**src/rtl/arm_pipe_pkg.sv**
```systemverilog
// Shared definitions for the ARM pipeline front end.
//   fetch_state_t : fetch FSM encoding (S_BOOT, S_FETCH, S_WAIT), 2 bits
//   ARM_NOP       : word placed in decode for bubbles and flushes
//   PC_INC        : sequential PC step
package arm_pipe_pkg;

   typedef enum logic [1:0] {
      S_BOOT  = 2'd0,
      S_FETCH = 2'd1,
      S_WAIT  = 2'd2
   } fetch_state_t;

   localparam logic [31:0] ARM_NOP = 32'h0000_0000;
   localparam logic [31:0] PC_INC  = 32'd4;

endpackage

```
**src/rtl/fetch_stage_if.sv**
```systemverilog
// Instruction-memory port of the fetch stage.
//   ImemReq   : fetch side requests the word at ImemAddr
//   ImemAddr  : byte address of the requested word (the current PCF)
//   ImemReady : memory side presents a valid InstrF this cycle
//   InstrF    : fetched word, combinational from ImemAddr
// Handshake: a word transfers in every cycle where ImemReq and ImemReady are
// both high; the memory may hold ImemReady low for any number of wait cycles
// and the requester keeps ImemReq and ImemAddr stable until it sees ImemReady.
// Modports: master = fetch stage, slave = instruction memory.
interface fetch_stage_if;

   logic        ImemReq;
   logic [31:0] ImemAddr;
   logic        ImemReady;
   logic [31:0] InstrF;

   modport master (output ImemReq, output ImemAddr, input ImemReady, input InstrF);
   modport slave  (input ImemReq, input ImemAddr, output ImemReady, output InstrF);

endinterface

```
**src/rtl/if_id_reg.sv**
```systemverilog
// IF/ID pipeline register.
//   clk, rst   : clock, asynchronous active-high reset
//   flush      : load a bubble (highest priority)
//   stall      : hold current contents
//   load       : capture instr_in / pcplus4_in as a valid instruction
//   instr_in   : fetched word
//   pcplus4_in : PC of the fetched word plus 4
//   instr      : decode instruction
//   pcplus4    : PC+4 of the decode instruction
//   valid      : instr is a real instruction
// Anything not flushed, held or loaded becomes a bubble. Bubbles keep the old
// pcplus4 so decode never sees a spurious PC change.
module if_id_reg
   import arm_pipe_pkg::*;
#(
   parameter logic [31:0] NOP_INSTR = ARM_NOP
) (
   input  logic        clk,
   input  logic        rst,
   input  logic        flush,
   input  logic        stall,
   input  logic        load,
   input  logic [31:0] instr_in,
   input  logic [31:0] pcplus4_in,
   output logic [31:0] instr,
   output logic [31:0] pcplus4,
   output logic        valid
);

   always_ff @(posedge clk or posedge rst) begin
      if (rst) begin
         instr   <= NOP_INSTR;
         pcplus4 <= '0;
         valid   <= 1'b0;
      end else if (flush) begin
         instr <= NOP_INSTR;
         valid <= 1'b0;
      end else if (!stall) begin
         if (load) begin
            instr   <= instr_in;
            pcplus4 <= pcplus4_in;
            valid   <= 1'b1;
         end else begin
            instr <= NOP_INSTR;
            valid <= 1'b0;
         end
      end
   end

endmodule

```
**src/rtl/fetch_stage.sv**
```systemverilog
// ARM pipeline fetch stage with IF/ID register.
// Owns PCF and next-PC selection (sequential, E-stage branch, W-stage PC
// write), runs the instruction-memory handshake and feeds decode.
//   clk, reset    : clock, asynchronous active-high reset
//   StallF        : hold PCF (hazard unit)
//   StallD        : hold IF/ID register
//   FlushD        : clear IF/ID register
//   BranchTakenE  : E-stage branch taken, target on ALUResultE
//   PCSrcW        : W-stage write to R15, value on ResultW
//   imem          : instruction-memory port (master side)
//   PCF           : current fetch PC
//   InstrD        : decode instruction
//   PCPlus4D      : PC+4 of the decode instruction
//   ValidD        : InstrD is a real instruction
//   FetchCount    : accepted fetches (zero unless FETCH_PERF_EN)
//   BubbleCount   : bubbles/flushes loaded into IF/ID (zero unless FETCH_PERF_EN)
//   state_dbg     : fetch FSM state
// Build option: `define FETCH_PERF_EN adds saturating performance counters.
module fetch_stage
   import arm_pipe_pkg::*;
#(
   parameter logic [31:0] RESET_PC  = 32'h0000_0000,
   parameter logic [31:0] NOP_INSTR = ARM_NOP,
   parameter int          CNT_W     = 32
) (
   input  logic               clk,
   input  logic               reset,
   input  logic               StallF,
   input  logic               StallD,
   input  logic               FlushD,
   input  logic               BranchTakenE,
   input  logic [31:0]        ALUResultE,
   input  logic               PCSrcW,
   input  logic [31:0]        ResultW,
   fetch_stage_if.master      imem,
   output logic [31:0]        PCF,
   output logic [31:0]        InstrD,
   output logic [31:0]        PCPlus4D,
   output logic               ValidD,
   output logic [CNT_W-1:0]   FetchCount,
   output logic [CNT_W-1:0]   BubbleCount,
   output fetch_state_t       state_dbg
);

   fetch_state_t state, state_next;
   logic         redirect;
   logic         accept;
   logic [31:0]  pc_plus4;
   logic [31:0]  pc_next;

   // A redirect discards whatever word arrives this cycle, so it also
   // overrides StallF and any memory wait state.
   assign redirect = BranchTakenE | PCSrcW;
   assign pc_plus4 = PCF + PC_INC;
   assign accept   = imem.ImemReq & imem.ImemReady & ~StallF & ~redirect;

   assign imem.ImemReq  = (state != S_BOOT);
   assign imem.ImemAddr = PCF;
   assign state_dbg     = state;

   always_ff @(posedge clk or posedge reset) begin
      if (reset) begin
         state <= S_BOOT;
         PCF   <= RESET_PC;
      end else begin
         state <= state_next;
         PCF   <= pc_next;
      end
   end

   always_comb begin
      state_next = state;
      case (state)
         S_BOOT:  state_next = S_FETCH;
         S_FETCH: if (!imem.ImemReady) state_next = S_WAIT;
         S_WAIT:  if (imem.ImemReady) state_next = S_FETCH;
         default: state_next = S_BOOT;
      endcase
      if (redirect) state_next = S_FETCH;
   end

   always_comb begin
      pc_next = PCF;
      if (BranchTakenE)  pc_next = ALUResultE;
      else if (PCSrcW)   pc_next = ResultW;
      else if (accept)   pc_next = pc_plus4;
   end

   if_id_reg #(
      .NOP_INSTR (NOP_INSTR)
   ) u_if_id (
      .clk        (clk),
      .rst        (reset),
      .flush      (FlushD),
      .stall      (StallD),
      .load       (accept),
      .instr_in   (imem.InstrF),
      .pcplus4_in (pc_plus4),
      .instr      (InstrD),
      .pcplus4    (PCPlus4D),
      .valid      (ValidD)
   );

`ifdef FETCH_PERF_EN
   // Mirrors the IF/ID priority: a flush or an unheld non-accept cycle
   // loads a bubble; held cycles count as neither.
   logic bubble_loaded;
   assign bubble_loaded = FlushD | (~StallD & ~accept);

   always_ff @(posedge clk or posedge reset) begin
      if (reset) begin
         FetchCount  <= '0;
         BubbleCount <= '0;
      end else begin
         if (accept && (FetchCount != {CNT_W{1'b1}}))
            FetchCount <= FetchCount + {{(CNT_W-1){1'b0}}, 1'b1};
         if (bubble_loaded && (BubbleCount != {CNT_W{1'b1}}))
            BubbleCount <= BubbleCount + {{(CNT_W-1){1'b0}}, 1'b1};
      end
   end
`else
   assign FetchCount  = '0;
   assign BubbleCount = '0;
`endif

endmodule
```
**src/flat_wrapper.sv**
```systemverilog
// flat-port wrapper written by rule: the top's interface ports become plain ports
module fetch_stage_flat import arm_pipe_pkg::*;
#(
   parameter logic [31:0] RESET_PC  = 32'h0000_0000,
   parameter logic [31:0] NOP_INSTR = ARM_NOP,
   parameter int          CNT_W     = 32
)
  (clk, reset, StallF, StallD, FlushD, BranchTakenE, ALUResultE, PCSrcW, ResultW, PCF, InstrD, PCPlus4D, ValidD, FetchCount, BubbleCount, state_dbg, imem_ImemReq, imem_ImemAddr, imem_ImemReady, imem_InstrF);
  fetch_stage_if imem_i ();
  input  logic clk;
  input  logic reset;
  input  logic StallF;
  input  logic StallD;
  input  logic FlushD;
  input  logic BranchTakenE;
  input  logic [31:0] ALUResultE;
  input  logic PCSrcW;
  input  logic [31:0] ResultW;
  output logic [31:0] PCF;
  output logic [31:0] InstrD;
  output logic [31:0] PCPlus4D;
  output logic ValidD;
  output logic [CNT_W-1:0] FetchCount;
  output logic [CNT_W-1:0] BubbleCount;
  output fetch_state_t state_dbg;
  output wire logic [$bits(imem_i.ImemReq)-1:0] imem_ImemReq;
  output wire logic [$bits(imem_i.ImemAddr)-1:0] imem_ImemAddr;
  input wire logic [$bits(imem_i.ImemReady)-1:0] imem_ImemReady;
  input wire logic [$bits(imem_i.InstrF)-1:0] imem_InstrF;
  assign imem_ImemReq = imem_i.ImemReq;
  assign imem_ImemAddr = imem_i.ImemAddr;
  assign imem_i.ImemReady = imem_ImemReady;
  assign imem_i.InstrF = imem_InstrF;
  fetch_stage #(.RESET_PC(RESET_PC), .NOP_INSTR(NOP_INSTR), .CNT_W(CNT_W)) u_core (.clk(clk), .reset(reset), .StallF(StallF), .StallD(StallD), .FlushD(FlushD), .BranchTakenE(BranchTakenE), .ALUResultE(ALUResultE), .PCSrcW(PCSrcW), .ResultW(ResultW), .imem(imem_i), .PCF(PCF), .InstrD(InstrD), .PCPlus4D(PCPlus4D), .ValidD(ValidD), .FetchCount(FetchCount), .BubbleCount(BubbleCount), .state_dbg(state_dbg));
endmodule
```
**config.mk**
```make
export PLATFORM = sky130hd
export DESIGN_NAME = fetch_stage_flat
export DESIGN_NICKNAME = d
export VERILOG_FILES = /design/src/rtl/arm_pipe_pkg.sv /design/src/rtl/fetch_stage_if.sv /design/src/rtl/if_id_reg.sv /design/src/rtl/fetch_stage.sv /design/src/flat_wrapper.sv
export SDC_FILE = /design/constraint.sdc
export NUM_CORES = 1
export LEC_CHECK = 0
export ABC_AREA = 1
export CAP_MARGIN = 15
export CORE_MARGIN = 4
export CORE_UTILIZATION = 41
export CTS_CLUSTER_SIZE = 24
export DETAILED_ROUTE_END_ITERATION = 12
export PLACE_DENSITY_LB_ADDON = 0.25
export SYNTH_ARGS = -nofsm -noshare
export SYNTH_HDL_FRONTEND = slang
export SYNTH_SLANG_ARGS = --single-unit
```
**constraint.sdc**
```tcl
create_clock -name clk -period 4.4 [get_ports clk]
set_clock_uncertainty 0.1 [all_clocks]
set_input_delay 0.88 -clock clk [delete_from_list [all_inputs] [get_ports clk]]
set_output_delay 0.88 -clock clk [all_outputs]
set_load 0.01 [all_outputs]
```
## Word level (Yosys, flattened, before mapping)

Cells that the tools add are included.

- Bits in read-only memories: 0
- Bits of input ports: 104
- Word-level logic and storage cells: 37
- Bits in latches: 0
- Flip-flop bits (word level): 99
- Memories kept: 0
- Bits in writable memories: 0

- Add/subtract/negate cells: 1
- Shifts and indexed selects: 0
- Equal/unequal tests: 5
- Reduce and logical (&&, ||, !) cells: 5
- Mux-type cells: 13
- $mul: 0
- Bitwise gates (word level): 8
- Div/mod/pow operators: 0
- Order comparisons: 0

Operator list:

| kind | count |
|---|---|
| 2-to-1 mux 32 bit | 6 |
| adder 32 x 3 -> 32 bit (second input constant) | 1 |
| 2-to-1 mux 2 bit | 3 |
| != test 3 x 2 -> 1 bit (second input constant) | 2 |
| case mux 2 bit (3 select lines) | 1 |
| NOT 1 bit | 4 |
| AND 1 bit | 3 |
| 2-to-1 mux 1 bit | 3 |
| AND reduction 3 bit | 1 |
| nonzero test 3 bit | 1 |
| equality test 2 x 1 -> 1 bit (second input constant) | 1 |
| equality test 2 bit (second input constant) | 1 |
| logical NOT 2 bit | 1 |
| != test 2 x 1 -> 1 bit (second input constant) | 1 |
| AND reduction 2 bit | 1 |
| nonzero test 2 bit | 1 |
| OR 1 bit | 1 |

## Logic depth before layout (Yosys ltp)

- Word-level depth: 7
- Mapped depth: 12

## Hierarchy

A second synthesis with hierarchy kept.

- Cell total of the unflattened synthesis: 872
- Area, all modules: 6567.5 um2

By module, submodules not included:

| module | sequential area each (um2) | area each (um2) | cells an instance | instances |
|---|---|---|---|---|
| fetch_stage | 850.8 | 3702.3 | 588 | 1 |
| if_id_reg | 1626.6 | 2865.2 | 284 | 1 |

## Worst setup path after synthesis

No wires, ideal clock.

- Kind: in2reg
- Start: input PCSrcW
- End: register u_core.PCF[22]
- Data required time: 4.184 ns
- Stages on the path: 8
- Slack: 2.294 ns
- Data arrival time: 1.889 ns
- Setup time: 0.116 ns
- Cell sequence: buf_2 -> nor2_2 -> inv_1 -> nor2_2 -> buf_1 -> nor2_1 -> nand2_1 -> nand2_1

- Cells in the longest elaborated chain, start to end: 4
- Elaborated cells on any way between the ends: 6
- Those cells by class: mux (2); bitwise (3); reduce/logical (1)

Ends and longest elaborated chain:

| what | line | source |
|---|---|---|
| start: declaration | flat_wrapper.sv:17 | `input logic PCSrcW;` |
| OR 1 bit | fetch_stage.sv:53 | `assign redirect = BranchTakenE \| PCSrcW;` |
| NOT 1 bit | fetch_stage.sv:55 | `assign accept = imem.ImemReq & imem.ImemReady & ~StallF & ~redirect;` |
| AND 1 bit | fetch_stage.sv:55 |  |
| nonzero test 3 bit (no line) | - |  |
| end signal: assignment | fetch_stage.sv:67 | `PCF <= pc_next;` |
| end: declaration | fetch_stage.sv:36 | `output logic [31:0] PCF,` |

Parallel ways exist; a longest one is shown, timed or not.
A chain may end at the register's enable or synchronous reset.

## Worst setup path in the final report

- Start: input PCSrcW
- End: register u_core.PCF[2]

The elaborated chain is that of the path after synthesis.

==> flow_summary_export.csv <==
group,metric,value,unit
timing,period_minus_slack,3120,ps
outcome,status,"finished, final reports clean",
timing,hold_viol,0,
placement,gp_congestion,0.863,
clock_tree,cts_buffers,9,
setup_path,critPathLaunch,"PCSrcW",
yosys,ys_seq_area_share,41.7,%
min_path,min_from,"u_core.u_if_id.pcplus4[17]",
timing,holdWs,380,ps
finish,drive_gt1_share,3.98,%
floorplanning,die_h,128,um
clock_tree,cts.sinks,99,
timing,setup_violations,0,
yosys,syn_inst,814,
global_route,antenna_found_initial,0,
timing,period_share,70.9,%
drt,wl_met2,9.12,mm
yosys,synth_cell_type_count,36,
floorplanning,die_w,128,um
timing,worst_pin_slew,1040,ps
pwr,intPower,1.96,mW
floorplanning,start_util,42.3,%
min_path,hold_class,"flip-flop to flip-flop",
clock_tree,holdBufCountCts,0,
clock_tree,cts_setup_buffers,0,
setup_path,cp_top_family,"buffers and inverters",
global_route,grt_max_degree,52,
setup_path,worstReg2RegStart,"u_core.PCF[2]",
timing,rsz0062_at_grt,"false",
global_route,overflow,0,
global_route,grt_pass1_wl,29.2,mm
pwr,p_comb_share,30.2,%
clock_tree,path_clk_slew,70,ps
finish,finalNetCount,1104,
yosys,yosys_register_bits,99,
pwr,power.density,345,nW/um2
clock_tree,post_cts_resized,0,
floorplanning,die-area,16500,um2
drt,via_count,5763,
pwr,clkPwrFrac,29.4,%
finish,area_delta_synth_final,39.3,%
drt,wl,18.9,mm
placement,place.port_buffers,235,
pwr,p_sw_share,31.2,%
timing,maxSlewViolCount,0,
clock_tree,cts_buffer_depth,2,
floorplanning,io_pins,300,
drt,wl_per_cell,16.0,um
yosys,ys_warn_count,0,
setup_path,cp_data_required_time,4520,ps
timing,relSlewSlack,30.6,%
drt,wl_met3,1.56,mm
setup_path,crit_buf_inv,3,
drt,drcViolationCount,0,
setup_path,crit_fanout,26,
finish,mostFrequentLayoutCells,"nand2_1, clkdlybuf4s50_1, dfrtp_1",
drt,via_per_inst,4.87,
setup_path,crit_chain,"clkdlybuf4s50_1 -> nor2_2 -> inv_1 -> nor2_4 -> clkinv_1 -> o21ai_0 -> o22ai_1",
floorplanning,std_cell_rows,43,
pwr,ir_drop,0.000162,V
drt,drt_iter0_drc,324,
timing,fin_setup_tns,0,ps
pwr,power_switching,0.892,mW
setup_path,crit_type,"primary input to flip-flop",
yosys,avgSynthCellArea,7.30,um2
floorplanning,coreArea,14000,um2
global_route,grt_util_all_layers,22.3,%
finish,diodes,0,
timing,fmax,0.321,GHz
setup_path,cp-end-kind,"flip-flop",
global_route,grt_pass1_vias,5432,
setup_path,crit_arrival,3240,ps
job,maxCapViolations,0,
clock_tree,cts_tree,"yes",
clock_tree,htreeDepth,3,
pwr,leakagePower,3.90,nW
pwr,pwr-share-seq,40.5,%
drt,dr.max_layer_used,"met4",
drt,ant_nets,0,
placement,hpwlAfterDp,14.1,mm
drt,wl_met1,7.99,mm
setup_path,worstSetupStartpointType,"primary input",
clock_tree,clk_latency,340,ps
setup_path,cp_slowest_stage_delay,730,ps
setup_path,slowest_stage,"clkdlybuf4s50_1",
drt,drt_pass1_iterations,4,
clock_tree,cts_root_buffer,"clkbuf_16",
yosys,synthesis.area,5940,um2
finish,layout_commonest_cell,"nand2_1",
worst paths after layout:
kind	end	slack, ps	cells past startpoint
min in group asynchronous	u_core.u_if_id.instr[13]	880	2
max in group asynchronous	u_core.u_if_id.pcplus4[14]	2600	3
hold reg to reg	u_core.u_if_id.pcplus4[17]	380	2
hold / removal	u_core.u_if_id.pcplus4[17]	380	2
setup reg to reg	u_core.PCF[26]	2280	12
setup / recovery	u_core.PCF[2]	1280	7
synth_stat cells (all sizes together):
| cell | number | area (um2) |
|---|---|---|
| a21o | 3 | 22.5 |
| nand2 | 283 | 1060 |
| o21bai | 1 | 7.51 |
| nand3b | 6 | 45.0 |
| a211oi | 1 | 7.51 |
| clkinv | 2 | 7.51 |
| nor3 | 3 | 20.0 |
| a22oi | 5 | 37.5 |
| xor2 | 10 | 95.1 |
| conb | 1 | 3.75 |
| o22ai | 4 | 25.0 |
| dfrtp | 99 | 2480 |
| nand3 | 56 | 280 |
| nand4 | 3 | 25.0 |
| o211ai | 3 | 22.5 |
| nor4 | 1 | 6.26 |
| xnor2 | 1 | 8.76 |
| o21ai | 17 | 85.1 |
| a31oi | 13 | 81.3 |
| or2 | 1 | 6.26 |
| and2 | 3 | 18.8 |
| ha | 1 | 12.5 |
| inv | 28 | 105 |
| buf | 114 | 820 |
| a21oi | 31 | 155 |
| nor2 | 105 | 427 |
| clkbuf | 19 | 71.3 |
area by class of cell:
cell class	count	area [um2]
clock buffer	11	253
clock inverter	5	60.1
fill	1319	5770
inverter	30	115
multi-input combinational	615	2700
sequential	99	2480
tap	180	225
timing repair buffer	244	2440
through the flow:
stage | utilization [%] | worst slack [ps] | area, um2 | power [mW] | std cells
global route | 58.9 | 1060 | 8270 | 3.01 | 1184
global placement | 56.7 | 1020 | 7960 | 2.03 | 1168
floorplan | - | 830 | 6170 | 1.60 | 877
CTS | 58.9 | 1340 | 8270 | 2.87 | 1184
detailed placement | 56.7 | 984 | 7960 | 2.04 | 1168
finish | 58.9 | 1280 | 8270 | 2.86 | 1184
cell families after synthesis:
logic type                 count (synthesis)  synth area share (%)
AOI/OAI and AO/OA                         78                  7.48
xor gates and xnor gates                  11                  1.75
adders and majority gates                  1                 0.211
buffers and inverters                    163                  16.9
DFF                                       99                  41.7
other                                      1                0.0632
and+or+nand+nor                          461                  31.9
metal layers:
| layer | vias to the layer above | GRT usage (%) |
|---|---|---|
| met4 | 0 | 6.87 |
| met5 | - | 0 |
| met1 | 2692 | 30.1 |
| li1 | 2793 | - |
| met2 | 259 | 36.8 |
| met3 | 19 | 3.90 |
flip-flops by register name (all words and copies together), names as in the netlist:
register and flops:
u_core.u_if_id.valid 1, u_core.state_dbg 2, u_core.PCF 32, u_core.u_if_id.instr 32, u_core.u_if_id.pcplus4 32
tightest hold or removal path: cells and delay by family, from the launching register on:
| kind | cells | cell delay (ps) |
|---|---|---|
| flip-flops | 1 | 340 |
| AND/OR/NAND/NOR | 2 | 100 |
power groups by stage:
stage | logic, mW | registers, mW | clock network [mW]
after floorplan | 0.403 | 1.20 | 0
after global placement | 0.858 | 1.17 | 0
after detailed placement | 0.866 | 1.17 | 0
after CTS | 0.870 | 1.16 | 0.849
after global routing | 0.943 | 1.18 | 0.891
final | 0.861 | 1.16 | 0.838
Note: power is estimated with default switching activity, not from simulation.
